### src/rtl/serial_adder_if.sv
// Operand/result bundle for serial_adder: the requester drives start and operands,
// the adder returns status and results.
interface serial_adder_if #(
    parameter int WIDTH = 8
);
    logic             start;
    logic [WIDTH-1:0] a;
    logic [WIDTH-1:0] b;
    logic             cin;
    logic             sub;
    logic             busy;
    logic             done;
    logic [WIDTH-1:0] s;
    logic             cout;
    logic             ovf;

    modport master (
        output start, a, b, cin, sub,
        input  busy, done, s, cout, ovf
    );

    modport slave (
        input  start, a, b, cin, sub,
        output busy, done, s, cout, ovf
    );
endinterface

### src/rtl/serial_adder.sv
// Bit-serial adder/subtractor: one full-adder cell and a carry flop, LSB first,
// WIDTH clocks per operation; results are loaded only on entry to DONE.
module serial_adder #(
    parameter int WIDTH = 8
) (
    input  logic           clk,
    input  logic           rst,
    serial_adder_if.slave  bus
);
    localparam logic [1:0] IDLE = 2'd0;
    localparam logic [1:0] RUN  = 2'd1;
    localparam logic [1:0] DONE = 2'd2;

    localparam int            CW   = (WIDTH > 1) ? $clog2(WIDTH) : 1;
    localparam logic [CW-1:0] LAST = CW'(WIDTH - 1);

    logic [1:0]       state;
    logic [WIDTH-1:0] a_sh;
    logic [WIDTH-1:0] b_sh;
    logic [WIDTH-1:0] acc;
    logic [WIDTH-1:0] s_q;
    logic             carry;
    logic             cout_q;
    logic             ovf_q;
    logic [CW-1:0]    cnt;

    logic             sum_bit;
    logic             carry_nxt;
    logic [WIDTH-1:0] acc_nxt;
    logic             accept;

    // The single full-adder cell.
    assign sum_bit   = a_sh[0] ^ b_sh[0] ^ carry;
    assign carry_nxt = (a_sh[0] & b_sh[0]) | (carry & (a_sh[0] ^ b_sh[0]));

    // New sum bit enters at the MSB so that after WIDTH shifts bit 0 sits at the LSB.
    assign acc_nxt = (acc >> 1) | (WIDTH'(sum_bit) << (WIDTH - 1));

    assign accept = bus.start && ((state == IDLE) || (state == DONE));

    always_ff @(posedge clk) begin
        if (rst) begin
            state  <= IDLE;
            a_sh   <= '0;
            b_sh   <= '0;
            acc    <= '0;
            s_q    <= '0;
            carry  <= 1'b0;
            cout_q <= 1'b0;
            ovf_q  <= 1'b0;
            cnt    <= '0;
        end else if (accept) begin
            // Subtraction is A + ~B + 1.
            state <= RUN;
            a_sh  <= bus.a;
            b_sh  <= bus.sub ? ~bus.b : bus.b;
            carry <= bus.sub ? 1'b1 : bus.cin;
            acc   <= '0;
            cnt   <= '0;
        end else if (state == RUN) begin
            a_sh  <= a_sh >> 1;
            b_sh  <= b_sh >> 1;
            acc   <= acc_nxt;
            carry <= carry_nxt;
            cnt   <= cnt + 1'b1;
            if (cnt == LAST) begin
                // carry still holds the carry into the MSB on this edge.
                state  <= DONE;
                s_q    <= acc_nxt;
                cout_q <= carry_nxt;
                ovf_q  <= carry ^ carry_nxt;
            end
        end else begin
            state <= IDLE;
        end
    end

    assign bus.busy = (state == RUN);
    assign bus.done = (state == DONE);
    assign bus.s    = s_q;
    assign bus.cout = cout_q;
    assign bus.ovf  = ovf_q;
endmodule

### src/flat_wrapper.sv
// flat-port wrapper written by rule: the top's interface ports become plain ports
module serial_adder_flat 
#(
    parameter int WIDTH = 8
)
  (clk, rst, bus_start, bus_a, bus_b, bus_cin, bus_sub, bus_busy, bus_done, bus_s, bus_cout, bus_ovf);
  serial_adder_if #(.WIDTH(WIDTH)) bus_i ();
  input  logic clk;
  input  logic rst;
  input wire logic [$bits(bus_i.start)-1:0] bus_start;
  input wire logic [$bits(bus_i.a)-1:0] bus_a;
  input wire logic [$bits(bus_i.b)-1:0] bus_b;
  input wire logic [$bits(bus_i.cin)-1:0] bus_cin;
  input wire logic [$bits(bus_i.sub)-1:0] bus_sub;
  output wire logic [$bits(bus_i.busy)-1:0] bus_busy;
  output wire logic [$bits(bus_i.done)-1:0] bus_done;
  output wire logic [$bits(bus_i.s)-1:0] bus_s;
  output wire logic [$bits(bus_i.cout)-1:0] bus_cout;
  output wire logic [$bits(bus_i.ovf)-1:0] bus_ovf;
  assign bus_i.start = bus_start;
  assign bus_i.a = bus_a;
  assign bus_i.b = bus_b;
  assign bus_i.cin = bus_cin;
  assign bus_i.sub = bus_sub;
  assign bus_busy = bus_i.busy;
  assign bus_done = bus_i.done;
  assign bus_s = bus_i.s;
  assign bus_cout = bus_i.cout;
  assign bus_ovf = bus_i.ovf;
  serial_adder #(.WIDTH(WIDTH)) u_core (.clk(clk), .rst(rst), .bus(bus_i));
endmodule
### config.mk
export PLATFORM = sky130hd
export DESIGN_NAME = serial_adder_flat
export DESIGN_NICKNAME = d
export VERILOG_FILES = /design/src/rtl/serial_adder_if.sv /design/src/rtl/serial_adder.sv /design/src/flat_wrapper.sv
export SDC_FILE = /design/constraint.sdc
export NUM_CORES = 1
export LEC_CHECK = 0
export CAP_MARGIN = 10
export CELL_PAD_IN_SITES_DETAIL_PLACEMENT = 1
export CELL_PAD_IN_SITES_GLOBAL_PLACEMENT = 2
export CORE_MARGIN = 2
export CORE_UTILIZATION = 23
export DETAILED_ROUTE_END_ITERATION = 10
export PLACE_DENSITY = 0.7
export SYNTH_ARGS = -nofsm -noshare
export SYNTH_HDL_FRONTEND = slang
export SYNTH_SLANG_ARGS = --single-unit
### constraint.sdc
create_clock -name clk -period 1.4 [get_ports clk]
set_clock_uncertainty 0.2 [all_clocks]
set_input_delay 0.28 -clock clk [delete_from_list [all_inputs] [get_ports clk]]
set_output_delay 0.28 -clock clk [all_outputs]
set_load 0.01 [all_outputs]
==> results of run 1 <==
## sequential cells by signal, summed over array words and instances (netlist names)
register,count
u_core.a_sh,8
u_core.acc,7
u_core.b_sh,8
u_core.bus.cout,1
u_core.bus.ovf,1
u_core.bus.s,8
u_core.carry,1
u_core.cnt,3
u_core.state,2
## kinds of logic after synthesis
logic type | Yosys count
AND/OR/NAND/NOR | 77
XOR/XNOR | 10
adder cells (fa/ha/maj) | 3
buffers and inverters | 16
AO/OA/AOI/OAI | 43
flip-flops | 39
## placed cells by master, fill, tap and decap left out, drive strengths merged
cell,synthesis,routed
o21ai,1,1
a31oi,1,1
nand2,41,41
a211oi,1,1
clkdlybuf4s50,0,19
o21a,1,1
clkdlybuf4s15,0,7
xor2,8,8
a22oi,5,5
clkbuf,1,10
dlygate4sd2,0,2
nand2b,3,3
dfxtp,39,39
nor2b,2,2
inv,1,1
xnor2,2,2
nand3b,1,1
nor3,16,16
buf,14,27
ha,2,2
a21oi,25,25
o22ai,8,8
a311oi,1,1
nand3,8,8
and3b,1,1
nor2,5,5
fa,1,1
clkinv,0,1
## where the power goes
part / internal, mW / total (mW) / leakage, nW / switching (mW)
logic: 0.236 / 0.449 / 0.569 / 0.213
clock network: 0.350 / 0.736 / 0.0422 / 0.386
registers: 1.16 / 1.20 / 0.320 / 0.0423
total: 1.75 / 2.39 / 0.932 / 0.641
## metal layers
| metal | vias up | GRT usage (%) |
|---|---|---|
| li1 | 743 | - |
| met5 | - | 0 |
| met4 | 0 | 4.96 |
| met3 | 6 | 2.80 |
| met1 | 697 | 15.8 |
| met2 | 21 | 19.0 |
## stage by stage
step / instance area, sq um / setup slack, ns / cells / total power [mW] / hold slack, ns
6_report: 2520 / -0.0569 / 335 / 2.39 / 0.263
5_1_grt: 2520 / -0.100 / 335 / 2.51 / 0.289
4_1_cts: 2390 / -0.0527 / 334 / 2.37 / 0.266
3_5_place_dp: 2170 / -0.370 / 324 / 1.59 / 0.252
3_3_place_gp: 2170 / -0.325 / 324 / 1.59 / 0.247
2_1_floorplan: 1670 / 0.0186 / 188 / 1.45 / 0.216
## worst max-delay path: stages, from the launching register on
cell and delay, ns:
sky130_fd_sc_hd__dfxtp_2 0.34, sky130_fd_sc_hd__ha_4 0.17, sky130_fd_sc_hd__ha_4 0.15, sky130_fd_sc_hd__and3b_2 0.23, sky130_fd_sc_hd__buf_6 0.15, sky130_fd_sc_hd__nand2_2 0.07, sky130_fd_sc_hd__a21oi_2 0.04
## path summary, 6_finish.rpt
check / startpoint / to / slack, ns / cells after the start
hold / removal: u_core.bus.s[2] / u_core.bus.s[2] / 0.26 / 2
hold reg to reg: u_core.bus.s[2] / u_core.bus.s[2] / 0.26 / 2
setup / recovery: u_core.cnt[1] / u_core.bus.s[4] / -0.06 / 6
setup reg to reg: u_core.cnt[1] / u_core.bus.s[4] / -0.06 / 6
## area by class of cell
type                       count  area [sq um]
sequential                    39           790
tap                           96           120
clock buffer                   7          76.3
inverter                       1          8.76
clock inverter                 1          5.00
fill                         796          4350
multi-input combinational    133           940
timing repair buffer          58           579
## repair_timing
action / in CTS / in global routing
buffers inserted: 1 / 0
cloned: 1 / 1
pin swaps: 8 / 13
endpoints found under the setup margin: 50 / 43
resized for setup: 64 / 29
==> flow_summary.toml, run 1 <==
[outcome]
status = "finished with violations"
failed_checks = "negative setup slack"

[global_routing]
antenna_found_initial = 0
wire_length_of_the_first_global_routing_pass_um = 7170
globalRoute.totalOverflow = 0
via_count_of_the_first_global_routing_pass = 1439
grt_max_degree = 28
grt_usage_pct = 12.0

[yosys]
netlist_top_cells_count = "41 x sky130_fd_sc_hd__nand2_1, 39 x sky130_fd_sc_hd__dfxtp_1, 25 x sky130_fd_sc_hd__a21oi_1"
synth_edf_count = 0
post-synth-top-area-cell = "sky130_fd_sc_hd__dfxtp_1"
netlist-cell-type-count = 30
yosysMostFrequentCell = "sky130_fd_sc_hd__nand2_1"
dominant_combinational_cell_family_by_area_after_synthesis = "simple AND/OR/NAND/NOR gates"
synth_area_per_cell_sq_um = 8.79
yosys.area.top_type_share_pct = 47.3
synth_ff_type = "sky130_fd_sc_hd__dfxtp_1"
synth.mux.area_fraction_pct = 0
synth_fa_ha_area_share_pct = 2.73
async_reset_ff_share_pct = 0
flip_flop_and_latch_count_after_synthesis = 39
synthesis.instances = 188
seq_area_frac_synth_pct = 47.3
yosys-top-cells-area = "sky130_fd_sc_hd__dfxtp_1 47%, sky130_fd_sc_hd__nand2_1 9.3%, sky130_fd_sc_hd__a21oi_1 7.6%, sky130_fd_sc_hd__nor3_1 4.8%, sky130_fd_sc_hd__xor2_1 4.2%"
share_of_the_synthesized_area_in_compound_gates_ao_oa_aoi_oai_pct = 15.4
synthesis.yosys.warnings = 0
synth-simple-area-share_pct = 21.4
syn-cell-area_sq_um = 1650
synth_xor_xnor_area_share_pct = 5.30
net_count_synth = 212

[clock_network]
cts_made_buffers = 5
clock_latency_ns = 0.29
post_cts_hold_buffer_count = 0
cts_max_path_buffers = 2
tritoncts = "yes"
clock-root-buffer = "sky130_fd_sc_hd__clkbuf_8"
clock_sink_count = 39
h-tree-depth = 2
cts.reportedPaths.clkPinSlew_ns = 0.07

[route]
post_route_drc_violation_count = 0
wl_on_met1_um = 2150
met2_wirelength_um = 2120
avgViaCountPerCell = 4.38
total_via_count_after_detailed_routing = 1467
final_antenna_net_count = 0
route.final.wire_length_um = 4480
wl_per_cell_um = 13.4
route.met3.wl_um = 132
dr.first_iter.drc_count = 24
1st_pass_router_iterations = 4
dr.max_layer_used = "met4"

[timing]
period_needed_ns = 1.46
timing_max_transition_violations_final = 0
setup_viol = 12
postLayoutSetupSlackWorst_ns = -0.0569
rsz0062_at_grt = "yes"
slew-limit-headroom_pct = 83.1
worst_slew_pin_slew_ns = 0.251
timing.final.crit_share_pct = 104
finalHoldViolations = 0
achievable-frequency_mhz = 686
totalNegativeSetupSlack_ns = -0.472

[floorplan]
floorplan.die_area_sq_um = 7870
io_pins = 33
initial_core_util_pct = 24.0
num_rows = 30
coreArea_sq_um = 6870
floorplan.die.width_um = 88.7
die_y_um = 88.7

[power_and_ir_drop]
power_density_nw_per_um2 = 949
leakage_nw = 0.932
vdd_ir_drop_max_mv = 0.277

[worst_setup_path]
worst-endpoint-arrival_ns = 1.43
crit_fanout = 5
timing.setup.critical_path_class = "reg -> reg"
critical_path.endpoint_type = "flip-flop"
crit_path_start_kind = "flip-flop"
critical_path_required_ns = 1.37

[flow_run]
number_of_max_cap_violations = 0

[cells_and_area]
layout-drive-gt1-share_pct = 34.3
nets = 262
area_delta_synth_final_pct = 52.5
fin_util_pct = 36.7
antenna_cells = 0

[min_path]
hold_path.class = "reg -> reg"

[place]
place.port_buffers = 32
gpl.final_weighted_congestion = 0.705
dp.final_hpwl_um = 2900
(Power assumes the default switching activity.)
==> run 2, diff against run 1 <==
--- a/config.mk
+++ b/config.mk
@@ -11,6 +11,7 @@
 export CORE_MARGIN = 2
 export CORE_UTILIZATION = 23
 export DETAILED_ROUTE_END_ITERATION = 10
+export GPL_TIMING_DRIVEN = 0
 export PLACE_DENSITY = 0.7
 export SYNTH_ARGS = -nofsm -noshare
 export SYNTH_HDL_FRONTEND = slang
==> run 2 against run 1 <==
The flow still finishes with violations (negative setup slack). Worst hold slack barely moved. Sequential share of layout area fell by 3.8 points. Sequential power barely moved. Clock power rose by 2%. Setup slack got worse by 0.076 ns. Final cell count rose by 3.0%. Via count rose by 6.3%. Die area did not move. Critical path type is now reg -> out. Critical endpoint is now bus_busy. Largest power group unchanged.
==> flow_summary.toml, run 2 (same netlist as run 1, synthesis figures left out) <==
[floorplan]
floorplan.die.width_um = 88.7
coreArea_sq_um = 6870
initial_core_util_pct = 24.0
num_rows = 30
floorplan.die_area_sq_um = 7870
io_pins = 33
die_y_um = 88.7

[cells_and_area]
most-common-layout-cells = "33 x sky130_fd_sc_hd__dfxtp_1, 32 x sky130_fd_sc_hd__nand2_1, 18 x sky130_fd_sc_hd__clkdlybuf4s50_1, 14 x sky130_fd_sc_hd__buf_4, 13 x sky130_fd_sc_hd__a21oi_1"
layout-drive-gt1-share_pct = 45.8
mostFrequentLayoutCell = "sky130_fd_sc_hd__dfxtp_1"
antenna_cells = 0
final_cell_area_sq_um = 2870
area_delta_synth_final_pct = 74.0
nets = 272

[global_routing]
grt_usage_pct = 13.8
globalRoute.totalOverflow = 0
grt_max_degree = 13
via_count_of_the_first_global_routing_pass = 1587
antenna_found_initial = 0
wire_length_of_the_first_global_routing_pass_um = 8070

[min_path]
min-delay-start = "u_core.bus.s[4]"
min_to = "u_core.bus.s[4]"
hold_path.class = "reg -> reg"
hold-path-cell-count = 2

[clock_network]
clock_sink_count = 39
cts_max_path_buffers = 2
clock-root-buffer = "sky130_fd_sc_hd__clkbuf_8"
tritoncts = "yes"
h-tree-depth = 2
cts_made_buffers = 5
cts.reportedPaths.clkPinSlew_ns = 0.08
post_cts_hold_buffer_count = 0
clock_latency_ns = 0.29

[worst_setup_path]
max_stage_delay_ns = 0.35
critical_path_required_ns = 0.92
worstReg2RegEnd = "u_core.bus.ovf"
critical-path-slowest-cell = "sky130_fd_sc_hd__dfxtp_2"
critical_path.endpoint_type = "primary output"
timing.setup.critical_path_class = "reg -> out"
crit_path_start_kind = "flip-flop"
ff2ff_path_depth = 5
worstPathBufferInverterCount = 3
worst-endpoint-arrival_ns = 1.05
crit-reg2reg-launch = "u_core.cnt[1]"
reg2reg_slack_ns = -0.06
crit_fanout = 2
path_delay_family = "flip-flops"
critical_path.cell_chain = "nand2b_4 > inv_8 > buf_8 > buf_6"

[timing]
timing_max_transition_violations_final = 0
achievable-frequency_mhz = 652
slew-limit-headroom_pct = 79.6
timing.final.crit_share_pct = 109
postLayoutSetupSlackWorst_ns = -0.133
setup_viol = 24
rsz0062_at_grt = "yes"
fin_worst_hold_slack_ns = 0.262
worst_slew_pin_slew_ns = 0.305
finalHoldViolations = 0
period_needed_ns = 1.53

[power_and_ir_drop]
leakage_nw = 1.10
power_density_nw_per_um2 = 912
vdd_ir_drop_max_mv = 0.383

[place]
place.port_buffers = 31
placement.cell_area_sq_um = 2100
dp.final_hpwl_um = 2960
gpl.final_weighted_congestion = 0.691

[route]
dr.first_iter.drc_count = 70
avgViaCountPerCell = 4.52
wl_per_cell_um = 15.3
1st_pass_router_iterations = 4
final_antenna_net_count = 0
total_via_count_after_detailed_routing = 1559
post_route_drc_violation_count = 0
route.final.wire_length_um = 5260

[flow_run]
number_of_max_cap_violations = 0

[outcome]
failed_checks = "negative setup slack"
status = "finished with violations"
## run 2: changes by cell type in the layout (fill, tap and decap cells not counted), sizes merged
cell           previous run  this run
clkbuf                   10        13
clkinv                    1         3
buf                      27        33
bufbuf                    0         1
clkdlybuf4s50            19        18
dlygate4sd2               2         1
## run 2: repair_timing
item,CTS,global route
endpoints found under the setup margin,51,50
cloned,4,3
setup buffers,14,5
pin swaps,17,10
gates resized for setup,73,65
## run 2: worst max-delay path by stage
stage | start | to | slack [ns] | cells after the start
after floorplan | u_core.cnt[0] | u_core.bus.s[1] | 0.02 | 6
after global placement | rst | u_core.state[0] | -0.56 | 4
after detailed placement | u_core.state[0] | bus_busy | -0.54 | 5
after CTS | u_core.state[1] | bus_busy | -0.19 | 5
after global routing | u_core.state[1] | bus_busy | -0.18 | 4
final | u_core.state[1] | bus_busy | -0.13 | 4
## run 2: final cells by class
class	count	area, sq um
inverters	1	11.3
clock buffers	5	68.8
repair buffers	55	622
fillers	761	4000
flip-flops and latches	39	791
well taps	96	120
clock inverters	3	15.0
plain buffers	13	164
multi-input cells	133	1080
## run 2: per-stage QoR
step	cells	TNS (ns)	setup slack [ns]	utilization, %	power, mW
CTS	340	-1.71	-0.187	37.5	2.48
global placement	315	-15.93	-0.559	30.6	1.58
floorplan	188	0	0.0186	-	1.45
detailed placement	315	-15.88	-0.542	30.6	1.58
finish	345	-0.964	-0.133	41.8	2.62
global route	345	-2.75	-0.176	41.8	2.75
## run 2: tightest hold or removal path: stages (launching register included)
cell                      delay, ns
sky130_fd_sc_hd__dfxtp_1       0.32
sky130_fd_sc_hd__nand2_1       0.05
sky130_fd_sc_hd__a21oi_1       0.05
## run 2: power by group
group | internal [mW] | switching [mW]
clock network | 0.342 | 0.412
logic | 0.365 | 0.283
registers | 1.16 | 0.0562
total | 1.87 | 0.751
## run 2: layer usage
layer  part of all wire, %  routed length [um]  GRT usage (%)  vias to the layer above
met1                    45                2390           16.9                      762
li1                      -                   -              -                      763
met5                     0                   0              0                        -
met4                   2.3                 120           5.37                        0
met2                    49                2600           23.5                       25
met3                   2.8                 148           2.80                        9
==> run 3, diff against run 2 <==
--- a/config.mk
+++ b/config.mk
@@ -5,7 +5,6 @@
 export SDC_FILE = /design/constraint.sdc
 export NUM_CORES = 1
 export LEC_CHECK = 0
-export CAP_MARGIN = 10
 export CELL_PAD_IN_SITES_DETAIL_PLACEMENT = 1
 export CELL_PAD_IN_SITES_GLOBAL_PLACEMENT = 2
 export CORE_MARGIN = 2
==> results of run 3 <==
Same layout as run 2: the final DEF is identical, and so are final timing and power.
